==> config.mk <==
export PLATFORM = sky130hd
export DESIGN_NAME = anim_sequencer
export DESIGN_NICKNAME = d
export VERILOG_FILES = /design/src/rtl/anim_sequencer.sv
export SDC_FILE = /design/constraint.sdc
export NUM_CORES = 1
export LEC_CHECK = 0
export CORE_ASPECT_RATIO = 1.25
export CORE_MARGIN = 3
export CORE_UTILIZATION = 52
export DETAILED_ROUTE_END_ITERATION = 6
export HOLD_SLACK_MARGIN = 0.06
export PLACE_DENSITY = 0.76
export SETUP_SLACK_MARGIN = 0.4
export SLEW_MARGIN = 10
export SYNTH_ARGS = -nofsm -noshare
export SYNTH_HDL_FRONTEND = slang
export SYNTH_SLANG_ARGS = --single-unit
==> constraint.sdc <==
create_clock -name clk_25 -period 3.2 [get_ports clk_25]
set_clock_uncertainty 0.15 [all_clocks]
set_input_delay 0.48 -clock clk_25 [delete_from_list [all_inputs] [get_ports clk_25]]
set_output_delay 0.48 -clock clk_25 [all_outputs]
set_load 0.005 [all_outputs]
==> src/rtl/anim_sequencer.sv <==
// Sprite animation frame sequencer: steps a frame index at a programmable period in
// loop/once/ping-pong/reverse modes and registers the {frame, y, x} ROM address.
module anim_sequencer #(
    parameter int FRAMES          = 16,
    parameter int FRAME_W         = 4,
    parameter int TICKS_PER_FRAME = 3_125_000,
    parameter int TICK_W          = 22,
    parameter int X_W             = 8,
    parameter int Y_W             = 8,
    parameter bit SYNC_EN         = 1'b1
) (
    input  logic                       clk_25,
    input  logic                       rst,
    input  logic                       start,
    input  logic                       stop,
    input  logic                       pause,
    input  logic [1:0]                 mode,
    input  logic                       frame_sync,
    input  logic [X_W-1:0]             pix_x,
    input  logic [Y_W-1:0]             pix_y,
    output logic [FRAME_W-1:0]         frame_idx,
    output logic                       frame_adv,
    output logic                       busy,
    output logic                       done,
    output logic [FRAME_W+Y_W+X_W-1:0] rom_addr
);
    localparam logic [1:0] S_IDLE   = 2'd0;
    localparam logic [1:0] S_RUN    = 2'd1;
    localparam logic [1:0] S_PAUSED = 2'd2;
    localparam logic [1:0] S_DONE   = 2'd3;

    localparam logic [1:0] M_LOOP = 2'b00;
    localparam logic [1:0] M_ONCE = 2'b01;
    localparam logic [1:0] M_PING = 2'b10;

    localparam logic [FRAME_W-1:0] LAST      = FRAME_W'(FRAMES - 1);
    localparam logic [TICK_W-1:0]  TICK_LAST = TICK_W'(TICKS_PER_FRAME - 1);

    logic [1:0]                       state_reg, state_next;
    logic [FRAME_W-1:0]               frame_reg, frame_next;
    logic [TICK_W-1:0]                tick_reg, tick_next;
    logic                             dir_reg, dir_next;   // 1 = counting down (ping-pong)
    logic                             pending_reg, pending_next;
    logic [1:0]                       mode_reg, mode_next;
    logic                             frame_adv_reg, frame_adv_next;
    logic                             done_reg, done_next;
    logic [FRAME_W+Y_W+X_W-1:0]       rom_addr_reg;
    logic                             adv;
    logic                             step;

    always_comb begin
        state_next     = state_reg;
        frame_next     = frame_reg;
        tick_next      = tick_reg;
        dir_next       = dir_reg;
        pending_next   = pending_reg;
        mode_next      = mode_reg;
        frame_adv_next = 1'b0;
        done_next      = 1'b0;
        adv            = 1'b0;
        step           = 1'b0;

        if (start) begin
            mode_next    = mode;
            frame_next   = (mode == 2'b11) ? LAST : '0;
            tick_next    = '0;
            dir_next     = 1'b0;
            pending_next = 1'b0;
            state_next   = S_RUN;
        end else if (stop) begin
            tick_next    = '0;
            pending_next = 1'b0;
            state_next   = S_IDLE;
        end else if (state_reg == S_RUN || state_reg == S_PAUSED) begin
            if (pause) begin
                state_next = S_PAUSED;
            end else begin
                // Releasing pause counts in the same cycle, so a pause of k cycles delays by exactly k.
                state_next = S_RUN;
                if (tick_reg == TICK_LAST) begin
                    tick_next = '0;
                    adv       = 1'b1;
                end else begin
                    tick_next = tick_reg + TICK_W'(1);
                end

                if (SYNC_EN) begin
                    step         = frame_sync && (pending_reg || adv);
                    pending_next = step ? 1'b0 : (pending_reg || adv);
                end else begin
                    step = adv;
                end

                if (step) begin
                    case (mode_reg)
                        M_LOOP: frame_next = (frame_reg == LAST) ? '0 : frame_reg + FRAME_W'(1);
                        M_ONCE: begin
                            if (frame_reg == LAST) begin
                                state_next = S_DONE;
                                done_next  = 1'b1;
                            end else begin
                                frame_next = frame_reg + FRAME_W'(1);
                            end
                        end
                        M_PING: begin
                            // End frames turn around without repeating; a single frame never moves.
                            if (!dir_reg) begin
                                if (frame_reg == LAST) begin
                                    dir_next = 1'b1;
                                    if (frame_reg != '0) frame_next = frame_reg - FRAME_W'(1);
                                end else begin
                                    frame_next = frame_reg + FRAME_W'(1);
                                end
                            end else begin
                                if (frame_reg == '0) begin
                                    dir_next = 1'b0;
                                    if (frame_reg != LAST) frame_next = frame_reg + FRAME_W'(1);
                                end else begin
                                    frame_next = frame_reg - FRAME_W'(1);
                                end
                            end
                        end
                        default: frame_next = (frame_reg == '0) ? LAST : frame_reg - FRAME_W'(1);
                    endcase
                    frame_adv_next = (frame_next != frame_reg);
                end
            end
        end
    end

    always_ff @(posedge clk_25 or posedge rst) begin
        if (rst) begin
            state_reg     <= S_IDLE;
            frame_reg     <= '0;
            tick_reg      <= '0;
            dir_reg       <= 1'b0;
            pending_reg   <= 1'b0;
            mode_reg      <= 2'b00;
            frame_adv_reg <= 1'b0;
            done_reg      <= 1'b0;
            rom_addr_reg  <= '0;
        end else begin
            state_reg     <= state_next;
            frame_reg     <= frame_next;
            tick_reg      <= tick_next;
            dir_reg       <= dir_next;
            pending_reg   <= pending_next;
            mode_reg      <= mode_next;
            frame_adv_reg <= frame_adv_next;
            done_reg      <= done_next;
            rom_addr_reg  <= {frame_reg, pix_y, pix_x};
        end
    end

    assign frame_idx = frame_reg;
    assign frame_adv = frame_adv_reg;
    assign done      = done_reg;
    assign busy      = (state_reg == S_RUN) || (state_reg == S_PAUSED);
    assign rom_addr  = rom_addr_reg;
endmodule

Word-level counts from Yosys, hierarchy flattened:

Cells that the tools add are included.

* mux-type cells: 66
* eq/ne operators: 12
* reduce and logical (&&, ||, !) cells: 13
* $add $sub $neg: 3

Operator list (number)
* two-way mux 22 bit: 5
* two-way mux 4 bit: 19
* two-way mux 1 bit: 34
* adder 22 x 1 -> 22 bit (second input constant): 1
* equality test 22 bit (second input constant): 1
* two-way mux 2 bit: 7
* one-hot mux 4 bit (3 select lines): 1
* equality test 2 bit (second input constant): 3
* nonzero test 2 bit: 3
* AND reduction 5 bit: 1
* adder 4 x 1 -> 4 bit (second input constant): 1
* equality test 2 x 1 -> 1 bit (second input constant): 2
* equality test 4 bit (second input constant): 1
* logical NOT 4 bit: 1
* inequality test 2 bit (second input constant): 2
* inequality test 4 bit: 1
* inequality test 4 bit (second input constant): 1
* AND reduction 4 bit: 1
* nonzero test 4 bit: 1
* subtractor 4 x 1 -> 4 bit (second input constant): 1
* inequality test 3 bit (second input constant): 1
* nonzero test 3 bit: 1
* logical NOT 2 bit: 1
* logical OR 1 bit: 2
* 2 further kinds: 2

* input port bits: 24
* flip-flop bits (word level): 54
* output and inout port bits: 27

Logic depth before layout (Yosys ltp):

* word-level depth: 23
* depth in mapped cells: 13
* depth with buffers taken out: 11

Worst setup path after synthesis:

No wires, ideal clock.

* kind: reg-to-reg
* from: reg frame_reg[0] (netlist: frame_idx[0])
* to: reg frame_adv_reg (netlist: frame_adv)
* setup slack: 324 ps
* arrival time: 2602 ps
* path buffers: 2
* required time: 2926 ps
* cell stages (with the launch flop): 14
* cell sequence: dfrtp_1 > clkbuf_1 > inv_1 > ha_1 > clkbuf_1 > nor3b_1 > inv_1 > ha_1 > mux2i_1 > nand2_1 > a22o_1 > a21oi_1 > nand4_1 > o31a_1

* longest elaborated chain between the ends: 16
* elaborated cells between the ends (all ways): 26
* classes of those cells: 2 x add/sub; 3 x eq/ne; 19 x mux; 2 x reduce/logical

Ends and longest elaborated chain
* from (decl): RTL line 40 `logic [FRAME_W-1:0] frame_reg, frame_next;`
* from (signal assigned): RTL line 144 `frame_reg <= frame_next;`
* subtractor 4 x 1 -> 4 bit (tied with other cells): RTL line 110, 119, 123
* two-way mux 4 bit (on tied branches): RTL line 110, 117
* two-way mux 4 bit (on tied branches): RTL line 108, 115
* two-way mux 4 bit: RTL line 107 `if (!dir_reg) begin`
* one-hot mux 4 bit (3 select lines): RTL line 95 `case (mode_reg)`
* two-way mux 4 bit: RTL line 94 `if (step) begin`
* two-way mux 4 bit: RTL line 75 `if (pause) begin`
* two-way mux 4 bit: RTL line 74 `end else if (state_reg == S_RUN || state_reg == S_PAUSED) begin`
* two-way mux 4 bit: RTL line 70 `end else if (stop) begin`
* two-way mux 4 bit: RTL line 63 `if (start) begin`
* inequality test 4 bit *: RTL line 125 `frame_adv_next = (frame_next != frame_reg);`
* two-way mux 1 bit *: RTL line 94
* two-way mux 1 bit *: RTL line 75
* two-way mux 1 bit *: RTL line 74
* two-way mux 1 bit *: RTL line 70
* two-way mux 1 bit *: RTL line 63
* net frame_adv_next: RTL line 45 `logic frame_adv_reg, frame_adv_next;`
* to (signal assigned): RTL line 149 `frame_adv_reg <= frame_adv_next;`
* to (decl): RTL line 45

Mark *: on every way through the listed nets, which the timed path passes. The rest lies on a longest branch. The select of a mux whose other input is x is not followed.
A chain may end at the register's enable or synchronous reset.

Worst setup path in the final report:

* from: reg tick_reg[12]
* to: reg dir_reg

* longest elaborated chain between the ends: 14

Ends and longest elaborated chain
* from (decl): RTL line 41 `logic [TICK_W-1:0] tick_reg, tick_next;`
* from (signal assigned): RTL line 145 `tick_reg <= tick_next;`
* equality test 22 bit: RTL line 80 `if (tick_reg == TICK_LAST) begin`
* two-way mux 1 bit: RTL line 80
* two-way mux 1 bit: RTL line 75
* two-way mux 1 bit: RTL line 74
* two-way mux 1 bit: RTL line 70
* two-way mux 1 bit: RTL line 63
* logical OR 1 bit: RTL line 88 `step = frame_sync && (pending_reg || adv);`
* logical AND 1 bit: RTL line 88
* two-way mux 1 bit: RTL line 75
* two-way mux 1 bit: RTL line 74
* two-way mux 1 bit: RTL line 70
* two-way mux 1 bit: RTL line 63
* nonzero test 2 bit (no source line)
* AND reduction 5 bit (no source line)
* to (signal assigned): RTL line 146 `dir_reg <= dir_next;`
* to (decl): RTL line 42 `logic dir_reg, dir_next;`

No other way between the ends. The select of a mux whose other input is x is not followed.

==> run metrics <==
status completed; largest net degree at the start of global routing 23; Iter 0 DRT Violations 138; # setup viols final 0; GPL Wtd Cong 0.881; clock power share 31.2%; Lkg Pwr 1.42 nW; Crit path required time 3.28 ns; final antenna-violating net count 0; RSZ-0062 raised after global routing true; CTS H-tree depth 2; post-layout minimum cycle time 2.63 ns; switch share 25.7%; Avg Cell Area, Syn 9.29 um2; setup TNS 0 ns; global-route wire length before repair 11000 um; slew at the pin closest to its max-slew limit 0.645 ns; unique cell type count in the Yosys netlist 55; Die ar. 0.00635 mm2; GRT Util Overall 21.8%; VDD IR max 0.222 mV; # IOs 51; maxcap violations 0; Worst-path clk slew 0.09 ns; layout cell share with drive strength beyond 1 7.89%; clk sinks 54; Die Span X 71.9 um; Crit. End Element register; syn_nets 333; via count 2410; CTS root buf clkbuf_8; critical path cell sequence or4b_1 -> nor3_2 -> a21oi_2 -> or3_4 -> or4_1 -> a21oi_1; internal power 1.07 mW; synthesized instance count 304; Final #Nets 383; fmax 380 MHz; Bufs on Longest Clock Path 2; WL per Instance 15.7 um; Chip Height 88.4 um; final core utilization 68.6%; row count 29; Comb power frac 17.7%; fillers 421; initial core utilization 54.8%; design area 0.00354 mm2; DRC 0; r2r setup slk 0.57 ns; switching power 0.370 mW; slowest CP cell or4b_1; WS Path Type reg -> reg; CTS tree yes; synthesis warning total 0; DRT Wirelength 6540 um; Synth async-reset ratio 100%; Slew Limit Fails 0; initial antenna violation count 0; worst hold-check path type in -> async; CP Launch Type register; placed inst area 0.00341 mm2; Main synth FF type dfrtp_1; max FFs per register 22; post-detail-place hpwl 4810 um; register area share after synthesis 47.9%; antenna diode count 0; Core Area 0.00515 mm2; Port Buffers 50; slowest stage delay, CP 0.55 ns; reg2reg path depth 6; WP data arrival 2.71 ns; normalized max-slew margin 56.9%; period utilization 82.2%; PwrDens 407 mW/mm2; synthesis-to-finish area growth 25.3%; vias in the first global route 2266; drt via density 5.78; worst-skew pair later-pin latency 0.30 ns; worst-path fanout max 9; Post-Syn Area 0.00282 mm2; commonest non-fill, non-tap cell in the layout dfrtp_1; Flop pwr share 51.1%; FF-to-FF End dir_reg$_DFFE_PP0P_; Hold Vio Cnt, Final 0; drt pass-1 iters 4; Seq cells post-synth 54; Num CTS Buffers 5; Crit Reg-Reg Startpoint tick_reg[12]$_DFFE_PP0P_; Congestion Overflow GR 0; EDFF count, synth 0; commonest non-fill, non-tap cells in the layout dfrtp_1 (54), clkdlybuf4s50_1 (50), nor2_1 (35), nand2_1 (34), a21oi_1 (18)
[metrics by stage]
stage          cells  setup slack [ns]  hold WS (ns)  power (mW)
2_1_floorplan    304             0.401         0.244       0.880
3_3_place_gp     409             0.479         0.367       0.996
3_5_place_dp     409             0.442         0.368       0.998
4_1_cts          417             0.419         0.291        1.44
5_1_grt          417             0.367         0.314        1.51
6_report         417             0.570         0.287        1.44
[power by group through the flow]
stage | logic [mW] | registers, mW | clock network (mW)
after floorplan | 0.147 | 0.733 | 0
after global placement | 0.248 | 0.748 | 0
after detailed placement | 0.249 | 0.749 | 0
after CTS | 0.251 | 0.735 | 0.455
after global routing | 0.280 | 0.741 | 0.485
final | 0.255 | 0.736 | 0.450
[worst max-delay path: cells and delay by family (launching register included)]
family	cells	cell delay, ns
simple gates	4	1.72
compound gates	2	0.25
flops	1	0.44
[cell type report]
class                           instances  area, um2  share of cell area, %
Sequential cell                        54       1350                   38.2
Clock buffer                            6       72.6                   2.05
Clock inverter                          2       37.5                   1.06
Multi-Input combinational cell        222       1380                   39.1
Timing Repair Buffer                   60        576                   16.3
Tap cell                               62       77.6                   2.19
Inverter                               11       41.3                   1.17
[synthesized netlist by cell type (all sizes together) (5+ instances only)]
cell type	instances	area share, %
nor2	35	4.7
nand4	5	1.1
dfrtp	54	48
a21oi	19	3.5
xor2	14	4.3
nand3	13	2.3
clkbuf	14	1.9
xnor2	6	1.9
ha	5	2.2
nor2b	6	1.3
o21ai	10	1.8
inv	11	1.5
nand2b	5	1.1
nor3	8	1.6
nand2	34	4.5
[repair_timing]
item	CTS	global route
hold buffers	0	0
setup buffers	0	0
resized for setup	0	3
setup endpoints to repair	0	3
[how the worst max path moves through the flow]
stage | cells past startpoint | start | slack [ns] | end
2_1_floorplan | 13 | frame_idx[0]$_DFFE_PP0P_ | 0.40 | frame_adv$_DFF_PP0_
4_1_cts | 11 | frame_idx[0]$_DFFE_PP0P_ | 0.42 | frame_adv$_DFF_PP0_
3_3_place_gp | 8 | frame_idx[0]$_DFFE_PP0P_ | 0.48 | frame_adv$_DFF_PP0_
6_report | 6 | tick_reg[12]$_DFFE_PP0P_ | 0.57 | dir_reg$_DFFE_PP0P_
3_5_place_dp | 11 | frame_idx[0]$_DFFE_PP0P_ | 0.44 | frame_adv$_DFF_PP0_
5_1_grt | 11 | frame_idx[0]$_DFFE_PP0P_ | 0.37 | frame_adv$_DFF_PP0_
[per-layer routing]
layer | vias up | track usage, % | share of wire (%)
met5 | - | 0 | 0
met4 | 0 | 6.15 | 1.6
met3 | 11 | 3.86 | 4.6
met2 | 70 | 38.1 | 53
met1 | 1159 | 27.8 | 41
li1 | 1170 | - | -
[kinds of logic after synthesis]
logic type / after synthesis / synth area share (%)
XOR/XNOR: 20 / 6.21
flip-flops: 54 / 47.9
adder cells (fa/ha/maj): 7 / 2.93
AND/OR/NAND/NOR: 132 / 23.6
AO/OA/AOI/OAI: 59 / 14.0
buffers and inverters: 28 / 3.99
multiplexers: 4 / 1.46
No activity file was read; power rests on OpenSTA's default activity.
